`src/rtl/riscv_ctrl_pkg.sv`:
```
// rtl/riscv_ctrl_pkg.sv - shared encodings for the multicycle RV32I control path
package riscv_ctrl_pkg;

    typedef enum logic [3:0] {
        S_FETCH    = 4'd0,
        S_DECODE   = 4'd1,
        S_MEMADR   = 4'd2,
        S_MEMREAD  = 4'd3,
        S_MEMWB    = 4'd4,
        S_MEMWRITE = 4'd5,
        S_EXECR    = 4'd6,
        S_EXECI    = 4'd7,
        S_ALUWB    = 4'd8,
        S_JAL      = 4'd9,
        S_BEQ      = 4'd10
    } state_t;

    localparam logic [6:0] OP_LW  = 7'b0000011;
    localparam logic [6:0] OP_SW  = 7'b0100011;
    localparam logic [6:0] OP_R   = 7'b0110011;
    localparam logic [6:0] OP_I   = 7'b0010011;
    localparam logic [6:0] OP_JAL = 7'b1101111;
    localparam logic [6:0] OP_BEQ = 7'b1100011;

    localparam logic [1:0] ALUOP_ADD   = 2'b00;
    localparam logic [1:0] ALUOP_SUB   = 2'b01;
    localparam logic [1:0] ALUOP_FUNCT = 2'b10;

    localparam logic [1:0] RES_ALUOUT    = 2'b00;
    localparam logic [1:0] RES_DATA      = 2'b01;
    localparam logic [1:0] RES_ALURESULT = 2'b10;

    localparam logic [1:0] SRCA_PC    = 2'b00;
    localparam logic [1:0] SRCA_OLDPC = 2'b01;
    localparam logic [1:0] SRCA_REGA  = 2'b10;

    localparam logic [1:0] SRCB_REGB = 2'b00;
    localparam logic [1:0] SRCB_IMM  = 2'b01;
    localparam logic [1:0] SRCB_FOUR = 2'b10;

    localparam logic [1:0] IMM_I = 2'b00;
    localparam logic [1:0] IMM_S = 2'b01;
    localparam logic [1:0] IMM_B = 2'b10;
    localparam logic [1:0] IMM_J = 2'b11;

    // True for every opcode the control unit knows how to sequence.
    function automatic logic is_known_op(input logic [6:0] op);
        return (op == OP_LW) || (op == OP_SW) || (op == OP_R) ||
               (op == OP_I) || (op == OP_JAL) || (op == OP_BEQ);
    endfunction

endpackage

```
`src/rtl/instr_imm_decoder.sv`:
```
// rtl/instr_imm_decoder.sv - opcode to immediate-format select
import riscv_ctrl_pkg::*;

module instr_imm_decoder (
    input  logic [6:0] op,
    output logic [1:0] imm_src
);

    // Immediate format depends only on opcode; R-type and unknown opcodes fall to I.
    always_comb begin
        imm_src = IMM_I;
        case (op)
            OP_SW:   imm_src = IMM_S;
            OP_BEQ:  imm_src = IMM_B;
            OP_JAL:  imm_src = IMM_J;
            default: imm_src = IMM_I;
        endcase
    end

endmodule

```
`src/rtl/multicycle_ctrl_fsm.sv`:
```
// rtl/multicycle_ctrl_fsm.sv - Moore control FSM for the multicycle RV32I core
import riscv_ctrl_pkg::*;

module multicycle_ctrl_fsm (
    input  logic       clk,
    input  logic       rst,
    input  logic [6:0] op,
    input  logic       Zero,
    output logic       PCWrite,
    output logic       AdrSrc,
    output logic       MemWrite,
    output logic       IRWrite,
    output logic [1:0] ResultSrc,
    output logic [1:0] ALUSrcA,
    output logic [1:0] ALUSrcB,
    output logic [1:0] ALUOp,
    output logic       RegWrite,
    output logic [1:0] ImmSrc,
    output logic       IllegalOp,
    output logic [3:0] State
);

    state_t state;
    state_t next_state;

    logic       pc_update;
    logic       branch;
    logic       adr_src_s;
    logic       mem_write_s;
    logic       ir_write_s;
    logic       reg_write_s;
    logic [1:0] result_src_s;
    logic [1:0] alu_src_a_s;
    logic [1:0] alu_src_b_s;
    logic [1:0] alu_op_s;

    instr_imm_decoder u_imm_dec (
        .op      (op),
        .imm_src (ImmSrc)
    );

    // State register; reset lands in FETCH so the next instruction starts cleanly.
    always_ff @(posedge clk) begin
        if (rst) begin
            state <= S_FETCH;
        end else begin
            state <= next_state;
        end
    end

    // Next-state sequencing; op matters only in DECODE and MEMADR.
    always_comb begin
        next_state = S_FETCH;
        case (state)
            S_FETCH:    next_state = S_DECODE;
            S_DECODE: begin
                case (op)
                    OP_LW, OP_SW: next_state = S_MEMADR;
                    OP_R:         next_state = S_EXECR;
                    OP_I:         next_state = S_EXECI;
                    OP_JAL:       next_state = S_JAL;
                    OP_BEQ:       next_state = S_BEQ;
                    default:      next_state = S_FETCH;
                endcase
            end
            S_MEMADR:   next_state = (op == OP_LW) ? S_MEMREAD : S_MEMWRITE;
            S_MEMREAD:  next_state = S_MEMWB;
            S_MEMWB:    next_state = S_FETCH;
            S_MEMWRITE: next_state = S_FETCH;
            S_EXECR:    next_state = S_ALUWB;
            S_EXECI:    next_state = S_ALUWB;
            S_ALUWB:    next_state = S_FETCH;
            S_JAL:      next_state = S_ALUWB;
            S_BEQ:      next_state = S_FETCH;
            default:    next_state = S_FETCH;
        endcase
    end

    // Per-state datapath controls; anything not named in a state stays 0.
    always_comb begin
        pc_update    = 1'b0;
        branch       = 1'b0;
        adr_src_s    = 1'b0;
        mem_write_s  = 1'b0;
        ir_write_s   = 1'b0;
        reg_write_s  = 1'b0;
        result_src_s = RES_ALUOUT;
        alu_src_a_s  = SRCA_PC;
        alu_src_b_s  = SRCB_REGB;
        alu_op_s     = ALUOP_ADD;
        case (state)
            S_FETCH: begin
                ir_write_s   = 1'b1;
                alu_src_a_s  = SRCA_PC;
                alu_src_b_s  = SRCB_FOUR;
                alu_op_s     = ALUOP_ADD;
                result_src_s = RES_ALURESULT;
                pc_update    = 1'b1;
            end
            S_DECODE: begin
                alu_src_a_s = SRCA_OLDPC;
                alu_src_b_s = SRCB_IMM;
                alu_op_s    = ALUOP_ADD;
            end
            S_MEMADR: begin
                alu_src_a_s = SRCA_REGA;
                alu_src_b_s = SRCB_IMM;
                alu_op_s    = ALUOP_ADD;
            end
            S_MEMREAD: begin
                result_src_s = RES_ALUOUT;
                adr_src_s    = 1'b1;
            end
            S_MEMWB: begin
                result_src_s = RES_DATA;
                reg_write_s  = 1'b1;
            end
            S_MEMWRITE: begin
                result_src_s = RES_ALUOUT;
                adr_src_s    = 1'b1;
                mem_write_s  = 1'b1;
            end
            S_EXECR: begin
                alu_src_a_s = SRCA_REGA;
                alu_src_b_s = SRCB_REGB;
                alu_op_s    = ALUOP_FUNCT;
            end
            S_EXECI: begin
                alu_src_a_s = SRCA_REGA;
                alu_src_b_s = SRCB_IMM;
                alu_op_s    = ALUOP_FUNCT;
            end
            S_ALUWB: begin
                result_src_s = RES_ALUOUT;
                reg_write_s  = 1'b1;
            end
            S_JAL: begin
                alu_src_a_s  = SRCA_OLDPC;
                alu_src_b_s  = SRCB_FOUR;
                alu_op_s     = ALUOP_ADD;
                result_src_s = RES_ALUOUT;
                pc_update    = 1'b1;
            end
            S_BEQ: begin
                alu_src_a_s  = SRCA_REGA;
                alu_src_b_s  = SRCB_REGB;
                alu_op_s     = ALUOP_SUB;
                result_src_s = RES_ALUOUT;
                branch       = 1'b1;
            end
            default: begin
                pc_update = 1'b0;
            end
        endcase
    end

    // Output stage: while rst is high, show FETCH selects with every write enable held off.
    always_comb begin
        PCWrite   = (branch & Zero) | pc_update;
        AdrSrc    = adr_src_s;
        MemWrite  = mem_write_s;
        IRWrite   = ir_write_s;
        RegWrite  = reg_write_s;
        ResultSrc = result_src_s;
        ALUSrcA   = alu_src_a_s;
        ALUSrcB   = alu_src_b_s;
        ALUOp     = alu_op_s;
        IllegalOp = (state == S_DECODE) && !is_known_op(op);
        State     = state;
        if (rst) begin
            PCWrite   = 1'b0;
            AdrSrc    = 1'b0;
            MemWrite  = 1'b0;
            IRWrite   = 1'b0;
            RegWrite  = 1'b0;
            ResultSrc = RES_ALURESULT;
            ALUSrcA   = SRCA_PC;
            ALUSrcB   = SRCB_FOUR;
            ALUOp     = ALUOP_ADD;
            IllegalOp = 1'b0;
            State     = S_FETCH;
        end
    end

endmodule

```
`config.mk`:
```
export PLATFORM = sky130hd
export DESIGN_NAME = multicycle_ctrl_fsm
export DESIGN_NICKNAME = d
export VERILOG_FILES = /design/src/rtl/riscv_ctrl_pkg.sv /design/src/rtl/instr_imm_decoder.sv /design/src/rtl/multicycle_ctrl_fsm.sv
export SDC_FILE = /design/constraint.sdc
export NUM_CORES = 1
export LEC_CHECK = 0
export ABC_AREA = 1
export CAP_MARGIN = 15
export CORE_MARGIN = 5
export CORE_UTILIZATION = 35
export CTS_CLUSTER_SIZE = 14
export DETAILED_ROUTE_END_ITERATION = 8
export PLACE_DENSITY = 0.77
export SETUP_SLACK_MARGIN = 0.3
export SYNTH_ARGS = -nofsm -noshare
export SYNTH_HDL_FRONTEND = slang
export SYNTH_SLANG_ARGS = --single-unit
```
`constraint.sdc`:
```
create_clock -name clk -period 1.3 [get_ports clk]
set_input_delay 0.325 -clock clk [delete_from_list [all_inputs] [get_ports clk]]
set_output_delay 0.325 -clock clk [all_outputs]
set_load 0.1 [all_outputs]
```
==> results_dict.tcl, run 1 <==
set metrics [dict create \
    die_h_um 46.9 \
    portBuffers 29 \
    die_w_um 46.9 \
    status "aborted with a tool error" \
    avgSynthCellArea_sq_um 4.90 \
    synth_area_sq_um 475 \
    ys_types 16 \
    ys_seq_area_share_pct 16.8 \
    io_pins 30 \
    start_util_pct 37.0 \
    yosys_register_bits 4 \
    stop_error "[ERROR DPL-0038] Utilization greater than 100%, impossible to legalize" \
    rows 13 \
    failed_stage "detailed placement (3_5_place_dp)" \
    ys_warn_count 0 \
    gp_congestion 0.911 \
    synthesis.nets 107 \
    syn_inst 97 \
]
-- synth_stat cells, drive strengths merged --
cell type	number	area share (%)
nand4	1	1.3
o21a	1	1.6
nor2	24	20
nor4	1	1.3
o21ai	3	3.2
inv	17	13
a21oi	6	6.3
nor3	4	4.2
dfxtp	4	17
o31ai	1	1.6
nand3	8	8.4
nand2	25	20
clkbuf	1	0.79
a31oi	1	1.3
-- per-stage QoR --
stage / cells / hold WS [ns] / TNS, ns / setup WS [ns]
after floorplan: 97 / 0.509 / -6.33 / -1.03
after global placement: 176 / 0.739 / -10.39 / -0.645
-- kinds of logic after synthesis --
family | after synthesis | synth area share [%]
AO/OA/AOI/OAI | 12 | 13.9
flip-flops | 4 | 16.8
buffers and inverters | 18 | 14.2
AND/OR/NAND/NOR | 63 | 55.0
==> run 2, diff against run 1 <==
Settings changed: CORE_AREA set to 5 5 66 68, CORE_MARGIN 5 to unset, CORE_UTILIZATION 35 to unset, CTS_CLUSTER_SIZE 14 to unset, DIE_AREA set to 0 0 71 73, PLACE_DENSITY 0.77 to unset, PLACE_DENSITY_LB_ADDON set to 0.15, SETUP_SLACK_MARGIN 0.3 to unset.
==> run 2 against run 1 <==
Against the previous run: the flow now finishes, with violations (negative setup slack); area after synthesis unchanged; synthesized cell count unchanged.
==> results_dict.tcl, run 2 <==
set metrics [dict create \
    worstPathArrival_ns 1.33 \
    largest_reg_flops 4 \
    max_freq_mhz 603 \
    hpwlAfterDp_um 2040 \
    drc 0 \
    cts_max_level 1 \
    timing.hold.ws_ns 0.533 \
    utilization_pct 52.3 \
    yosys.area.top_type "nand2_1" \
    ir_drop_mv 0.563 \
    regMostFlops "state" \
    final_common_cell "buf_4" \
    rows 23 \
    wirelength_um 2900 \
    fin_total_pwr_mw 0.903 \
    wl_per_cell_um 12.5 \
    dp.cells 216 \
    clkTransAtPathRegs_ns 0.03 \
    antenna_found_initial 0 \
    nNetsFinal 194 \
    ys_seq_area_share_pct 16.8 \
    hp-start "rst" \
    synth_top_flop_cell "dfxtp_1" \
    post-route-cell-area_sq_um 1990 \
    grt_pass1_wl_um 4580 \
    slew_headroom_pct 81.9 \
    core_sq_um 3800 \
    ys_types 16 \
    grtUsageTotal_pct 11.1 \
    fillers 350 \
    overflow 0 \
    area_delta_synth_final_pct 318 \
    ys_warn_count 0 \
    synth_area_sq_um 475 \
    ant_nets 0 \
    yosys.cell_count.top_type "nand2_1" \
    reg2reg_depth 8 \
    cts_root_buf "clkbuf_8" \
    timing.rr.start "state[2]" \
    r2r_slack_ns -0.04 \
    synthesis.nets 107 \
    hold_path.class "in2reg" \
    finalHoldViolations 0 \
    yosys-top-cells-count "nand2_1 (25), nor2_1 (22), inv_1 (17)" \
    avgSynthCellArea_sq_um 4.90 \
    synth_area_leaders "nand2_1 (20%), nor2_1 (17%), dfxtp_1 (17%)" \
    setup_viol 23 \
    dpl_worst_slack_ns -0.640 \
    cp-start-kind "flip-flop" \
    leakagePower_nw 0.912 \
    antennaDiodeCount 0 \
    die_w_um 71 \
    hold_buffers 0 \
    endpoint_kind "output port" \
    placed_area_sq_um 1600 \
    violations "negative setup slack" \
    min_to "state[2]" \
    status "finished with violations" \
    hold_depth 5 \
    clock_latency_ns 0.22 \
    yosys_register_bits 4 \
    first_global_vias 1037 \
    io_pins 30 \
    drv_slew 0 \
    dr.pass1.iters 4 \
    tns_ns -5.18 \
    num_vias 958 \
    power-per-cell-area_nw_per_um2 455 \
    die_h_um 73 \
    rr_endpoint "state[1]" \
    finalCritPeriodShare_pct 128 \
    synthArstFlopShare_pct 0 \
    numCtsBuffers 3 \
    drt_iter0_markers 22 \
    cts_tree "built" \
    cts_buffer_depth 2 \
    crit_fanout 4 \
    portBuffers 29 \
    skew_ns 0.000573 \
    synth_top_cell_area_share_pct 19.7 \
    drt-vias-per-instance 4.11 \
    fin_ws_ns -0.359 \
    layout_common_cells "buf_4 (36), buf_12 (22), nor2_4 (18), buf_6 (18), nand2_4 (11)" \
    crit_type "reg2out" \
    die_area_sq_um 5180 \
    drive_gt1_share_pct 84.2 \
    finalCriticalPeriod_ns 1.66 \
    syn_inst 97 \
    crit_required_ns 0.98 \
    cts.sinks 4 \
    grt_max_degree 7 \
    start_util_pct 12.5 \
    reg_top3 "state x4" \
    synth-edff-count 0 \
    gp_congestion 0.752 \
    rsz0062_at_grt "yes" \
    tightest_slew_ns 0.269 \
    max_cap_violations 0 \
    fin_cells 233 \
]
[run 2: cell counts after synthesis]
Identical to the previous run, type by type.
[run 2: kinds of logic (layout without fill, tap and decap cells)]
logic type	Yosys count	in the layout	share of synthesized area [%]
buffers and inverters	18	104	14.2
AND/OR/NAND/NOR	63	63	55.0
AO/OA/AOI/OAI	12	12	13.9
flip-flops	4	4	16.8
[run 2: worst max-delay path: stages, from the launching register on]
cell	delay, ns
dfxtp_4	0.36
buf_4	0.14
nor3_4	0.22
nand3_4	0.10
nor2_4	0.10
buf_12	0.18
[run 2: worst max-delay path by stage]
stage	start	to	slack, ns	depth (start not counted)
6_report	state[2]	IllegalOp	-0.36	5
5_1_grt	state[2]	AdrSrc	-0.41	6
4_1_cts	state[0]	PCWrite	-0.38	6
3_5_place_dp	op[2]	IllegalOp	-0.64	7
3_3_place_gp	op[2]	IllegalOp	-0.62	7
2_1_floorplan	state[1]	IllegalOp	-1.03	5
[run 2: repair_timing]
item	CTS	global route
gates resized for setup	82	20
gates cloned	0	0
pin swaps	21	20
endpoints found under the setup margin	24	23
hold endpoints to repair	0	0
buffers inserted	10	3
[run 2: layout make-up]
type | instances | area, sq um | share of cell area (%)
Clock buffer | 4 | 45.0 | 2.27
Inverter | 17 | 78.8 | 3.97
Multi-Input combinational cell | 75 | 742 | 37.3
Sequential cell | 4 | 95.1 | 4.79
Tap cell | 50 | 62.6 | 3.15
Timing Repair Buffer | 83 | 963 | 48.5
[run 2: where the power goes]
part	total [mW]	switching (mW)	internal [mW]	leakage (nW)
sequential	0.124	0.00324	0.120	0.0355
clock	0.279	0.0693	0.210	0.0228
combinational	0.501	0.289	0.212	0.854
total	0.903	0.361	0.542	0.912
[run 2: layer usage]
metal	part of all wire (%)	routed length, um	GRT usage [%]
met1	37	1090	11.6
met2	56	1620	20.9
met3	3.7	108	3.31
met4	3.0	86	4.38
met5	0	0	0
No activity file was read; power rests on OpenSTA's default activity.
